===== src/rtl/counter_meter.sv =====
// Passive monitor for a counter's ld/dn handshake: counts the cycles from a
// load pulse until the done flag, then compares the count against a value sampled with ld.
module counter_meter #(
    parameter int W = 8
) (
    input  logic         clk,
    input  logic         rst,
    input  logic         ld,
    input  logic         dn,
    input  logic [W-1:0] exp,
    output logic         busy,
    output logic         vld,
    output logic [W-1:0] cnt,
    output logic         ok,
    output logic         ovf
);

    typedef enum logic [1:0] {
        IDLE,
        MEASURE,
        DONE
    } state_t;

    localparam logic [W-1:0] CNT_MAX = '1;

    state_t       state, state_nx;
    logic [W-1:0] exp_lat, exp_lat_nx;
    logic [W-1:0] cnt_nx;
    logic         busy_nx, vld_nx, ok_nx, ovf_nx;

    // Every output is a flop; this block only decides what each flop loads next.
    always_comb begin
        // NOTE: every signal gets a default first so no path through the case infers a latch.
        state_nx   = state;
        exp_lat_nx = exp_lat;
        cnt_nx     = cnt;
        busy_nx    = busy;
        vld_nx     = vld;
        ok_nx      = ok;
        ovf_nx     = ovf;

        if (ld) begin
            // A load always wins: it aborts a running measurement or drops a held result.
            state_nx   = MEASURE;
            exp_lat_nx = exp;
            cnt_nx     = '0;
            busy_nx    = 1'b1;
            vld_nx     = 1'b0;
            ok_nx      = 1'b0;
            ovf_nx     = 1'b0;
        end else begin
            unique case (state)
                IDLE: ;
                MEASURE: begin
                    if (dn) begin
                        state_nx = DONE;
                        busy_nx  = 1'b0;
                        vld_nx   = 1'b1;
                        ok_nx    = (cnt == exp_lat) && !ovf;
                    end else if (cnt == CNT_MAX) begin
                        ovf_nx = 1'b1;
                    end else begin
                        cnt_nx = cnt + 1'b1;
                    end
                end
                DONE: ;
                default: state_nx = IDLE;
            endcase
        end
    end

    // NOTE: sequential state uses non-blocking assignments so all flops update together.
    always_ff @(posedge clk or posedge rst) begin
        if (rst) begin
            state   <= IDLE;
            exp_lat <= '0;
            cnt     <= '0;
            busy    <= 1'b0;
            vld     <= 1'b0;
            ok      <= 1'b0;
            ovf     <= 1'b0;
        end else begin
            state   <= state_nx;
            exp_lat <= exp_lat_nx;
            cnt     <= cnt_nx;
            busy    <= busy_nx;
            vld     <= vld_nx;
            ok      <= ok_nx;
            ovf     <= ovf_nx;
        end
    end

endmodule


===== config.mk =====
export PLATFORM = sky130hd
export DESIGN_NAME = counter_meter
export DESIGN_NICKNAME = d
export VERILOG_FILES = /design/src/rtl/counter_meter.sv
export SDC_FILE = /design/constraint.sdc
export NUM_CORES = 1
export LEC_CHECK = 0
export ABC_CLOCK_PERIOD_IN_PS = 1500
export CAP_MARGIN = 0
export CORE_MARGIN = 2
export CORE_UTILIZATION = 35
export DETAILED_ROUTE_END_ITERATION = 10
export PLACE_DENSITY_LB_ADDON = 0.12
export SLEW_MARGIN = 20
export SYNTH_ARGS = -nofsm -noshare
export SYNTH_HDL_FRONTEND = slang
export SYNTH_SLANG_ARGS = --single-unit

===== constraint.sdc =====
create_clock -name clk -period 1.5 [get_ports clk]
set_input_delay 0.45 -clock clk [delete_from_list [all_inputs] [get_ports clk]]
set_output_delay 0.45 -clock clk [all_outputs]
set_load 0.03 [all_outputs]

# ---- Word level (Yosys, flattened, before mapping)
# Cells that the tools add are included.
dict set report totals {
  reg_bits 22
  in_bits 12
}
dict set report classes {
  addsub 1
  n_eq_ne 8
  n_mux 20
  n_reduce_logical 11
}
# cell n
set ops {}
lappend ops {{$mux W8} 4}
lappend ops {{$mux W1} 13}
lappend ops {{$add A8 B1 Y8 const B} 1}
lappend ops {{$eq A8 B8 Y1} 1}
lappend ops {{$eq A8 B8 Y1 const B} 1}
lappend ops {{$reduce_and A3 Y1} 2}
lappend ops {{$reduce_bool A2 Y1} 3}
lappend ops {{$mux W2} 2}
lappend ops {{$ne A2 B2 Y1 const B} 2}
lappend ops {{$pmux W2 S2} 1}
lappend ops {{$reduce_and A2 Y1} 2}
lappend ops {{$ne A3 B3 Y1 const B} 1}
lappend ops {{$eq A2 B1 Y1 const B} 1}
lappend ops {{$eq A2 B2 Y1 const B} 1}
lappend ops {{$logic_not A2 Y1} 1}
lappend ops {{$ne A2 B1 Y1 const B} 1}
lappend ops {{$reduce_or A2 Y1} 1}
lappend ops {{$logic_and A1 B1 Y1} 1}
lappend ops {{$logic_not A1 Y1} 1}

# ---- Longest topological paths before layout
# Gate-level depths: netlist (run 1).
dict set report depth {
  ltp_word 5
  ltp_mapped 5
  ltp_nobuf 5
}

# ---- Worst setup path before layout (run 1)
# Ideal clock, no wire load.
dict set report synth_path {
  path_kind {reg-to-reg}
  start {reg cnt[0]}
  end {reg cnt[4]}
  arrival_time_ps 1420
  slack_ps -53
  stages_incl_launch_ff 6
  period_less_slack_ps 1553
  path_cell_list {dfrtp_1 > ha_1 > and4bb_2 > nand3_1 > mux2i_1 > nor2_1}
}
dict set report synth_via {
  elab_chain_cells 5
}
# element line
set synth_lines {}
lappend synth_lines {{start, declared} 13} ;# output logic [W-1:0] cnt,
lappend synth_lines {{start signal, assigned} 85} ;# cnt <= cnt_nx;
lappend synth_lines {{$add A8 B1 Y8} 63} ;# cnt_nx = cnt + 1'b1;
lappend synth_lines {{$mux W8} 60} ;# end else if (cnt == CNT_MAX) begin
lappend synth_lines {{$mux W8} 55} ;# if (dn) begin
lappend synth_lines {{$mux W8} 52} ;# unique case (state)
lappend synth_lines {{$mux W8} 42} ;# if (ld) begin
# Several ways; a longest one is shown, not always the timed one. The select of a mux whose other input is x is not followed.
# A chain may end at the register's enable or synchronous reset.

# ---- Worst setup path in the final report (run 1)
dict set report layout_path {
  start {reg cnt[5]}
  end {out cnt[5]}
}
# No word-level cell between the ends.

==> impl_metrics.csv, run 1 <==
group,metric,value,unit
setup_path,crit_slowest_cell,"dfrtp_1",
place,place.gp.congestion,0.8097,
place,pre_cts_ws,-0.3357,ns
die,fp-row-count,20,
synth,synth_area,1101,µm²
detailed_routing,via_count,844,
synth,synth-seq-cells,22,
synth,synthesis.nets,109,
setup_path,end_kind,"primary output",
synth,syn_area_per_cell,11.47,µm²
die,die_h,60.09,µm
synth,yosysTopAreaCellShare,0.5000,
detailed_routing,drc,0,
die,die_w,60.09,µm
status,status,"complete, no violations",
synth,seq_area_frac_synth,0.5000,
timing,skew,0.004680,ns
pwr,power.density,713.6,nW/µm²
finish,diodes,0,
setup_path,cp_data_arrival_time,1.00,ns
setup_path,start_kind,"flop",
synth,yosys_warnings,0,
finish,utilization,0.5136,
detailed_routing,wire_per_inst,12.56,µm
timing,hold_violations,0,
place,dpl_cell_area,1458,µm²
die,io_pins,24,
timing,rsz0062_at_grt,"no",
timing,period_share,0.9678,
setup_path,crit_required,1.05,ns
clock_network,clockBufferDepth,2,
finish,fin_cells,181,
run,maxCapViolCount,0,
detailed_routing,routed_wl,2273,µm
global_route,antenna_found_initial,0,
clock_network,insertion_delay,0.29,ns
pwr,max-vdd-ir-drop,0.3560,mV
setup_path,max_stage_delay,0.40,ns
timing,report.final.slew_viol_count,0,
setup_path,cp_max_fo,7,
pwr,total_power,1.110,mW
setup_path,worstPathCellList,"buf_4 > buf_6",
clock_network,root_buffer,"clkbuf_4",
global_route,grt_pass1_wl,3974,µm
finish,drive_above_1_share,0.3869,
pwr,power.leakage,0.7119,nW
setup_path,critPathKind,"reg2out",
timing,timing.fmax,688.9,MHz
place,dpl.hpwl,1732,µm
place,port_buffers,23,
clock_network,ctsHoldBuffers,0,
timing,setup_violations,0,
die,initial_core_util,0.3636,
clock_network,clock_sinks,22,
timing,finalWorstSetupSlack,0.04834,ns
finish,nNetsFinal,152,
place,dp.cells,173,
clock_network,htreeDepth,1,
synth,synth_edf_count,0,
synth,synthTopCellsByArea,"dfrtp_1 50%, mux2_2 8.2%, xor2_1 7.2%, nor2_1 2.7%, a21oi_1 1.8%",
synth,ys.flop_type,"dfrtp_1",
timing,max_slew.worst_pin.slew,0.3015,ns
clock_network,cts_tree,"built",
global_route,gr-usage-met2,0.2407,
global_route,busiest_layer,"met2",
hold_path,hold_path_class,"in2async",
global_route,grt_max_degree,23,
global_route,gr-total-overflow,0,
global_route,grt_pass1_vias,847,
timing,finalCriticalPeriod,1.452,ns
timing,slew_headroom,0.7985,
finish,post-route-cell-area,1555,µm²
detailed_routing,antenna_left,0,
synth,synth.distinct_cells,36,
global_route,grt_use_met3,0.02814,
global_route,grt_use_total,0.1492,
detailed_routing,drt_first_pass_iters,3,
die,core_area,3028,µm²
die,dieArea,3611,µm²
detailed_routing,drt_iter0_drc,30,
clock_network,numCtsBuffers,3,
finish,syn_to_final_growth,41.25,%
global_route,grt_use_met1,0.1970,
detailed_routing,post_drt_via_cell_ratio,4.663,
clock_network,clkTransAtPathRegs,0.12,ns
synth,yosys.area.top_type,"dfrtp_1",
synth,synthCells,96,
synth,synthArstFlopShare,1.000,
where the power goes:
| group | switching (mW) | leakage, nW | total, mW | internal (mW) |
|---|---|---|---|---|
| combinational | 0.0907 | 0.421 | 0.198 | 0.108 |
| clock | 0.166 | 0.0138 | 0.259 | 0.0933 |
| sequential | 0.0238 | 0.277 | 0.652 | 0.628 |
per-stage QoR:
stage,hold slack (ns),TNS (ns)
4_1_cts,0.4774,0
3_3_place_gp,0.4655,-2.496
5_1_grt,0.5020,0
6_report,0.4757,0
2_1_floorplan,0.4391,0
3_5_place_dp,0.4685,-2.928
logic make-up after synthesis:
logic type      count (synthesis)  share of synthesized area
simple gates                   37                     0.2136
mux                            11                     0.1136
fa+ha+maj                       1                    0.01136
xor+xnor                        9                    0.07159
flops                          22                     0.5000
compound gates                 11                    0.07159
buf+inv                         5                    0.01817
cells in the mapped netlist (all sizes together) (2+ instances only):
master  instances
dfrtp          22
nor2           10
mux2            9
xor2            9
a21oi           4
nand2           4
nor3            4
inv             3
nand3           3
nor2b           3
nor4            3
and3b           2
mux2i           2
nand2b          2
o21ai           2
state kept, by name, summed over array words and instances, names as in the netlist:
| name | flops |
|---|---|
| cnt | 8 |
| exp_lat | 8 |
| state | 2 |
| busy | 1 |
| ok | 1 |
| ovf | 1 |
| vld | 1 |
worst paths after layout:
path	startpoint	endpoint	slack, ns	cells past startpoint
min in group clk	busy$_DFFE_PP0P_	busy$_DFFE_PP0P_	0.49	1
max in group asynchronous	rst	cnt[1]$_DFFE_PP0P_	0.78	3
worst min register to register	busy$_DFFE_PP0P_	busy$_DFFE_PP0P_	0.49	1
worst max register to register	cnt[6]$_DFFE_PP0P_	cnt[3]$_DFFE_PP0P_	0.10	5
worst max-delay path	cnt[5]$_DFFE_PP0P_	cnt[5]	0.05	2
worst min-delay path	rst	cnt[0]$_DFFE_PP0P_	0.48	3
cells in the final DEF, fill, tap and decap left out, types with 2 or more instances in the layout:
cell type and n:
nor4_1 2, mux2_2 8, and3b_1 2, xor2_1 9, buf_6 8, nand2b_1 2
nand2_1 4, nor3_2 2, clkdlybuf4s50_1 10, nor2b_1 3, inv_1 3, nor3_1 2
nor2_1 8, dfrtp_2 2, buf_4 18, clkbuf_4 3, mux2i_1 2, dfrtp_1 20
a21oi_1 4, nand3_1 2
layout make-up:
cell class              count  area [µm²]
clock buffers               3       22.52
fillers                   281        1473
repair buffers             40       374.1
flip-flops and latches     22       553.0
multi-input cells          69       539.3
inverters                   3       11.26
well taps                  44       55.05
per-layer routing:
layer | part of all wire | wire length (µm)
met4 | 0.0075 | 17
met3 | 0.022 | 51
met1 | 0.45 | 1023
met2 | 0.52 | 1182
met5 | 0 | 0
timing repair:
action | CTS | global route
endpoints found under the setup margin | 6 | 10
pin swaps | 1 | 2
setup buffers | 2 | 3
resized for setup | 6 | 11
worst max-delay path: cells and delay by family, from the launching register on:
| family | cells | cell delay, ns |
|---|---|---|
| buffers and inverters | 2 | 0.31 |
| flip-flops | 1 | 0.40 |
Note: power is estimated with default switching activity, not from simulation.
==> run 2, diff against run 1 <==
Settings changed: ABC_AREA from default to 1.
==> run 2 against run 1 <==
  * Synthesized cell count is 61% higher
  * Critical endpoint is now cnt[0]
  * Register-to-register slack improved by 0.04 ns
  * Via count increased by 23%
  * Power up 2.1%
==> impl_metrics.csv, run 2 <==
group,metric,value,unit
setup_path,cp_top_family,"flip-flops",
timing,rsz0062_at_grt,"no",
setup_path,ff2ff_setup_slack,0.14,ns
setup_path,r2r_start,"cnt[1]$_DFFE_PP0P_",
pwr,power.leakage,0.8099,nW
pwr,max-vdd-ir-drop,0.3056,mV
pwr,switchingPower,0.3122,mW
setup_path,start_kind,"flop",
setup_path,worstPathCellList,"buf_6 > buf_6",
synth,synth.distinct_cells,27,
setup_path,cp.depth,2,
detailed_routing,wire_per_inst,10.34,µm
timing,hold_violations,0,
place,dpl.hpwl,1948,µm
setup_path,reg2reg_to,"cnt[2]$_DFFE_PP0P_",
synth,yosys_warnings,0,
finish,drive_above_1_share,0.2434,
global_route,gr-total-overflow,0,
global_route,grt_pass1_wl,4353,µm
clock_network,htreeDepth,1,
timing,setup_violations,0,
global_route,grt_max_degree,23,
detailed_routing,via_count,1035,
synth,synth_commonest_cells,"57 x nand2_1, 22 x dfrtp_1, 18 x inv_1",
pwr,power.density,722.7,nW/µm²
synth,yosys.area.top_type,"dfrtp_1",
setup_path,cp_data_arrival_time,0.98,ns
synth,yosysTopAreaCellShare,0.4536,
detailed_routing,drt_iter0_drc,22,
die,die_h,62.89,µm
setup_path,cpMostUsedCell,"buf_6",
clock_network,clkTransAtPathRegs,0.13,ns
setup_path,critPathBufInv,2,
clock_network,clockBufferDepth,2,
setup_path,max_stage_delay,0.42,ns
detailed_routing,drt-met1-wl,1299,µm
timing,report.final.slew_viol_count,0,
detailed_routing,routed_wl,2431,µm
finish,fillCellCount,363,
pwr,combPwrFrac,0.183,
setup_path,crit_slowest_cell,"dfrtp_1",
synth,synthArstFlopShare,1.000,
clock_network,cts_tree,"built",
synth,synth-seq-cells,22,
finish,reg_top3,"cnt: 8 flops, exp_lat: 8 flops, state: 2 flops",
die,fp-row-count,21,
synth,synthTopCellsByArea,"dfrtp_1 45%, nand2_1 18%, inv_1 5.6%, o21ai_0 4.1%, nand3_1 3.3%",
pwr,intPower,0.8207,mW
clock_network,post_cts_buffers,0,
timing,tns,0,ns
setup_path,crit_required,1.05,ns
die,dieArea,3955,µm²
place,port_buffers,23,
clock_network,clock_sinks,22,
detailed_routing,highest_layer,"met4",
timing,finalCriticalPeriod,1.433,ns
detailed_routing,post_drt_via_cell_ratio,4.404,
run,maxCapViolCount,0,
synth,ys.flop_type,"dfrtp_1",
finish,diodes,0,
clock_network,root_buffer,"clkbuf_4",
detailed_routing,antenna_left,0,
detailed_routing,drc,0,
synth,syn_area_per_cell,7.830,µm²
clock_network,insertion_delay,0.31,ns
pwr,total_power,1.133,mW
finish,nNetsFinal,203,
global_route,grt_pass1_vias,992,
detailed_routing,drt_first_pass_iters,4,
die,core_area,3337,µm²
setup_path,critPathKind,"reg2out",
detailed_routing,met2_length,1045,µm
timing,max_slew.worst_pin.slew,0.2862,ns
finish,final_cell_mix,"57 x nand2_1, 18 x inv_1, 17 x dfrtp_1, 17 x buf_4, 11 x clkdlybuf4s50_1",
setup_path,rr_worst_depth,8,
place,place.gp.congestion,0.7447,
setup_path,end_kind,"primary output",
die,initial_core_util,0.3637,
timing,timing.fmax,698.0,MHz
synth,synth_edf_count,0,
status,status,"complete, no violations",
finish,syn_to_final_growth,29.17,%
timing,period_share,0.9551,
global_route,grt_use_total,0.1372,
detailed_routing,wl_met3,66,µm
finish,layout_commonest_cell,"nand2_1",
timing,skew,0.009388,ns
pwr,switching_share,0.2756,
synth,synthesis.nets,168,
synth,seq_area_frac_synth,0.4536,
die,io_pins,24,
synth,yosys.cell_count.top_type,"nand2_1",
timing,slew_headroom,0.8092,
synth,synthCells,155,
synth,synth_area,1214,µm²
pwr,p_clk_frac,0.249,
pwr,power_frac_seq,0.568,
setup_path,cp_max_fo,4,
clock_network,numCtsBuffers,3,
die,die_w,62.89,µm
global_route,antenna_found_initial,0,
hold_path,hold_path_class,"in2async",
run 2: cell types whose count changed in the layout (fill, tap and decap cells not counted), moves of 3 or more:
cell	previous run	this run
buf_6	8	2
dfrtp_1	20	17
dfrtp_2	2	5
inv_1	3	18
mux2_2	8	0
nand2_1	4	57
nand2_4	0	3
nand3_1	2	8
nor2b_1	3	0
o21ai_0	1	10
xor2_1	9	1
run 2: kinds of logic after synthesis:
group,count (synthesis),share of synthesized area
XOR/XNOR,1,0.007218
AO/OA/AOI/OAI,20,0.09485
flip-flops,22,0.4536
AND/OR/NAND/NOR,88,0.3485
buffers and inverters,23,0.08556
adder cells (fa/ha/maj),1,0.01031
run 2: worst min-delay path, cell delays in order:
cell             delay (ns)
clkdlybuf4s50_1        0.39
inv_1                  0.05
buf_4                  0.28
run 2: cell type report:
type	count	area, µm²	share of cell area
multi-input combinational	110	561.8	0.3583
sequential	22	556.8	0.3551
clock buffer	4	26.28	0.01676
timing repair buffer	33	287.8	0.1836
tap	46	57.56	0.03671
inverter	20	77.57	0.04948
run 2: worst max-delay path by stage:
stage / start / end
floorplan: cnt[0]$_DFFE_PP0P_ / cnt[2]$_DFFE_PP0P_
global placement: ld / cnt[2]$_DFFE_PP0P_
detailed placement: ld / cnt[2]$_DFFE_PP0P_
CTS: busy$_DFFE_PP0P_ / busy
global route: cnt[0]$_DFFE_PP0P_ / cnt[0]
finish: cnt[0]$_DFFE_PP0P_ / cnt[0]
run 2: per-layer routing:
layer / GRT usage / vias up
met1: 0.1946 / 468
met5: 0 / -
met3: 0.02162 / 2
met2: 0.2101 / 15
li1: - / 550
met4: 0.05000 / 0
run 2: metrics by stage:
step	utilization	instances	worst slack, ns	area [µm²]	hold slack (ns)
after detailed placement	0.4582	231	-0.2035	1529	0.4607
after CTS	0.4672	235	0.001789	1559	0.4608
after global placement	0.4582	231	-0.1810	1529	0.4596
final	0.4698	235	0.06729	1568	0.4665
after floorplan	-	155	0.01963	1215	0.4392
after global routing	0.4698	235	0.001995	1568	0.4718
run 2: timing repair:
item,CTS,global route
endpoints found under the setup margin,4,6
hold buffers,0,0
gates resized for setup,9,7
run 2: power by group through the flow:
| stage | clock network, mW | logic (mW) | registers (mW) |
|---|---|---|---|
| 2_1_floorplan | 0 | 0.105 | 0.672 |
| 3_3_place_gp | 0 | 0.208 | 0.655 |
| 3_5_place_dp | 0 | 0.210 | 0.654 |
| 4_1_cts | 0.301 | 0.209 | 0.643 |
| 5_1_grt | 0.331 | 0.234 | 0.650 |
| 6_report | 0.283 | 0.207 | 0.643 |
==> run 3, diff against run 2 <==
Settings changed: ABC_CLOCK_PERIOD_IN_PS 1500 to 1800, CAP_MARGIN 0 to default.
Clock period 1.5 ns to 1.8 ns, I/O delays scaled along.
==> run 3 against run 2 <==
  * Count of clock-buffer cells in the layout is 1 lower
  * Critical path depth fell by 1
  * Sequential share of layout area shrank 0.84 points
  * Non-clock buffer count grew 4
  * First-iteration DRC count is 9.1% higher
  * Clock power fell by 19%
  * Global-route usage increased by 1.9 points
  * Core utilization increased by 0.60 points
  * Critical path type unchanged
  * Critical endpoint is now cnt[7]
  * Highest routed layer unchanged
==> impl_metrics.csv, run 3 (synthesis results as in run 2) <==
group,metric,value,unit
setup_path,critPathBufInv,1,
finish,multi_input_area,559.3,µm²
place,place.gp.congestion,0.7795,
clock_network,numCtsBuffers,3,
setup_path,crit_slowest_cell,"dfrtp_1",
setup_path,cp_max_fo,4,
die,core_area,3337,µm²
die,dieArea,3955,µm²
clock_network,clock_sinks,22,
status,status,"complete, no violations",
place,dpl.hpwl,2146,µm
global_route,grt_pass1_vias,1106,
setup_path,end_kind,"primary output",
timing,skew,0.002898,ns
global_route,grt_use_total,0.1563,
global_route,gr-total-overflow,0,
die,die_w,62.89,µm
clock_network,root_buffer,"clkbuf_4",
pwr,total_power,0.9355,mW
setup_path,critPathKind,"reg2out",
detailed_routing,routed_wl,2676,µm
timing,tns,0,ns
timing,timing.fmax,600.7,MHz
detailed_routing,antenna_left,0,
timing,finalCriticalPeriod,1.665,ns
clock_network,htreeDepth,1,
timing,rsz0062_at_grt,"no",
detailed_routing,drc,0,
setup_path,cp_top_family,"flip-flops",
finish,post-route-cell-area,1588,µm²
timing,report.final.slew_viol_count,0,
finish,nNetsFinal,207,
clock_network,clockBufferDepth,2,
detailed_routing,drt_first_pass_iters,4,
pwr,max-vdd-ir-drop,0.3181,mV
finish,fillCellCount,349,
finish,regArea,550.5,µm²
global_route,antenna_found_initial,0,
clock_network,insertion_delay,0.31,ns
detailed_routing,drt_iter0_drc,24,
finish,diodes,0,
run,maxCapViolCount,0,
timing,hold_violations,0,
clock_network,ctsHoldBuffers,0,
setup_path,start_kind,"flop",
die,fp-row-count,21,
finish,final_cell_mix,"57 x nand2_1, 22 x dfrtp_1, 18 x inv_1",
pwr,power.density,589.2,nW/µm²
setup_path,crit_required,1.26,ns
timing,max_slew.worst_pin.slew,0.3199,ns
clock_network,cts_tree,"built",
die,die_h,62.89,µm
timing,setup_violations,0,
detailed_routing,via_count,1076,
hold_path,hold_path_class,"reg2reg",
timing,period_share,0.9249,
detailed_routing,wire_per_inst,11.24,µm
place,dpl_cell_area,1580,µm²
timing,slew_headroom,0.7876,
pwr,power.leakage,0.8734,nW
finish,layout_commonest_cell,"nand2_1",
die,initial_core_util,0.3637,
setup_path,worstPathCellList,"dlygate4sd2_1",
detailed_routing,post_drt_via_cell_ratio,4.521,
finish,reg_top3,"cnt: 8 flops, exp_lat: 8 flops, state: 2 flops",
die,io_pins,24,
finish,syn_to_final_growth,30.82,%
setup_path,max_stage_delay,0.41,ns
place,port_buffers,23,
global_route,grt_pass1_wl,4892,µm
clock_network,clkTransAtPathRegs,0.12,ns
finish,drive_above_1_share,0.1667,
setup_path,cp_data_arrival_time,1.12,ns
global_route,grt_max_degree,23,
-- run 3: cell count changes in the layout (fill, tap and decap cells not counted) --
cell and change:
buf_6 -2, buf_4 -3, ha_1 +1, ha_2 -1, dfrtp_1 +5, clkbuf_1 -1
clkdlybuf4s15_2 -2, dfrtp_2 -5, clkbuf_2 -1, dlygate4sd2_1 +12
-- run 3: worst paths after layout --
path	startpoint	end	slack [ns]	depth (start not counted)
setup / recovery	cnt[7]$_DFFE_PP0P_	cnt[7]	0.14	1
hold / removal	busy$_DFFE_PP0P_	busy$_DFFE_PP0P_	0.49	2
setup reg to reg	cnt[1]$_DFFE_PP0P_	cnt[0]$_DFFE_PP0P_	0.35	7
hold reg to reg	busy$_DFFE_PP0P_	busy$_DFFE_PP0P_	0.49	2
max in group asynchronous	rst	exp_lat[0]$_DFFE_PP0P_	1.03	3
min in group asynchronous	rst	ovf$_DFFE_PP0P_	0.55	3
-- run 3: area by class of cell --
cell class                 instances  area share
multi-input combinational        110      0.3522
sequential                        22      0.3467
timing repair buffer              37      0.2017
inverter                          20     0.04886
tap                               46     0.03625
clock buffer                       3     0.01418
-- run 3: report_power, final --
| part | switching [mW] | internal [mW] | leakage [nW] |
|---|---|---|---|
| sequential | 0.0139 | 0.520 | 0.285 |
| combinational | 0.101 | 0.0722 | 0.575 |
| clock | 0.150 | 0.0783 | 0.0138 |
-- run 3: timing repair --
action	in CTS	in global routing
setup endpoints to repair	12	0
hold endpoints to repair	0	0
buffers inserted	0	0
gates resized for setup	12	0
-- run 3: through the flow --
stage	cells	util	hold slack, ns	worst slack (ns)
3_3_place_gp	235	0.4736	0.4619	0.02221
2_1_floorplan	155	-	0.4586	0.2955
3_5_place_dp	235	0.4736	0.4708	0.002531
5_1_grt	238	0.4758	0.5318	0.06057
4_1_cts	238	0.4758	0.4953	0.1237
6_report	238	0.4758	0.4870	0.1351
-- run 3: per-layer routing --
layer  wire length [µm]  global-route usage
met1               1295              0.2050
met2               1273              0.2646
met3                 57             0.01622
met4                 48             0.05833
met5                  0                   0
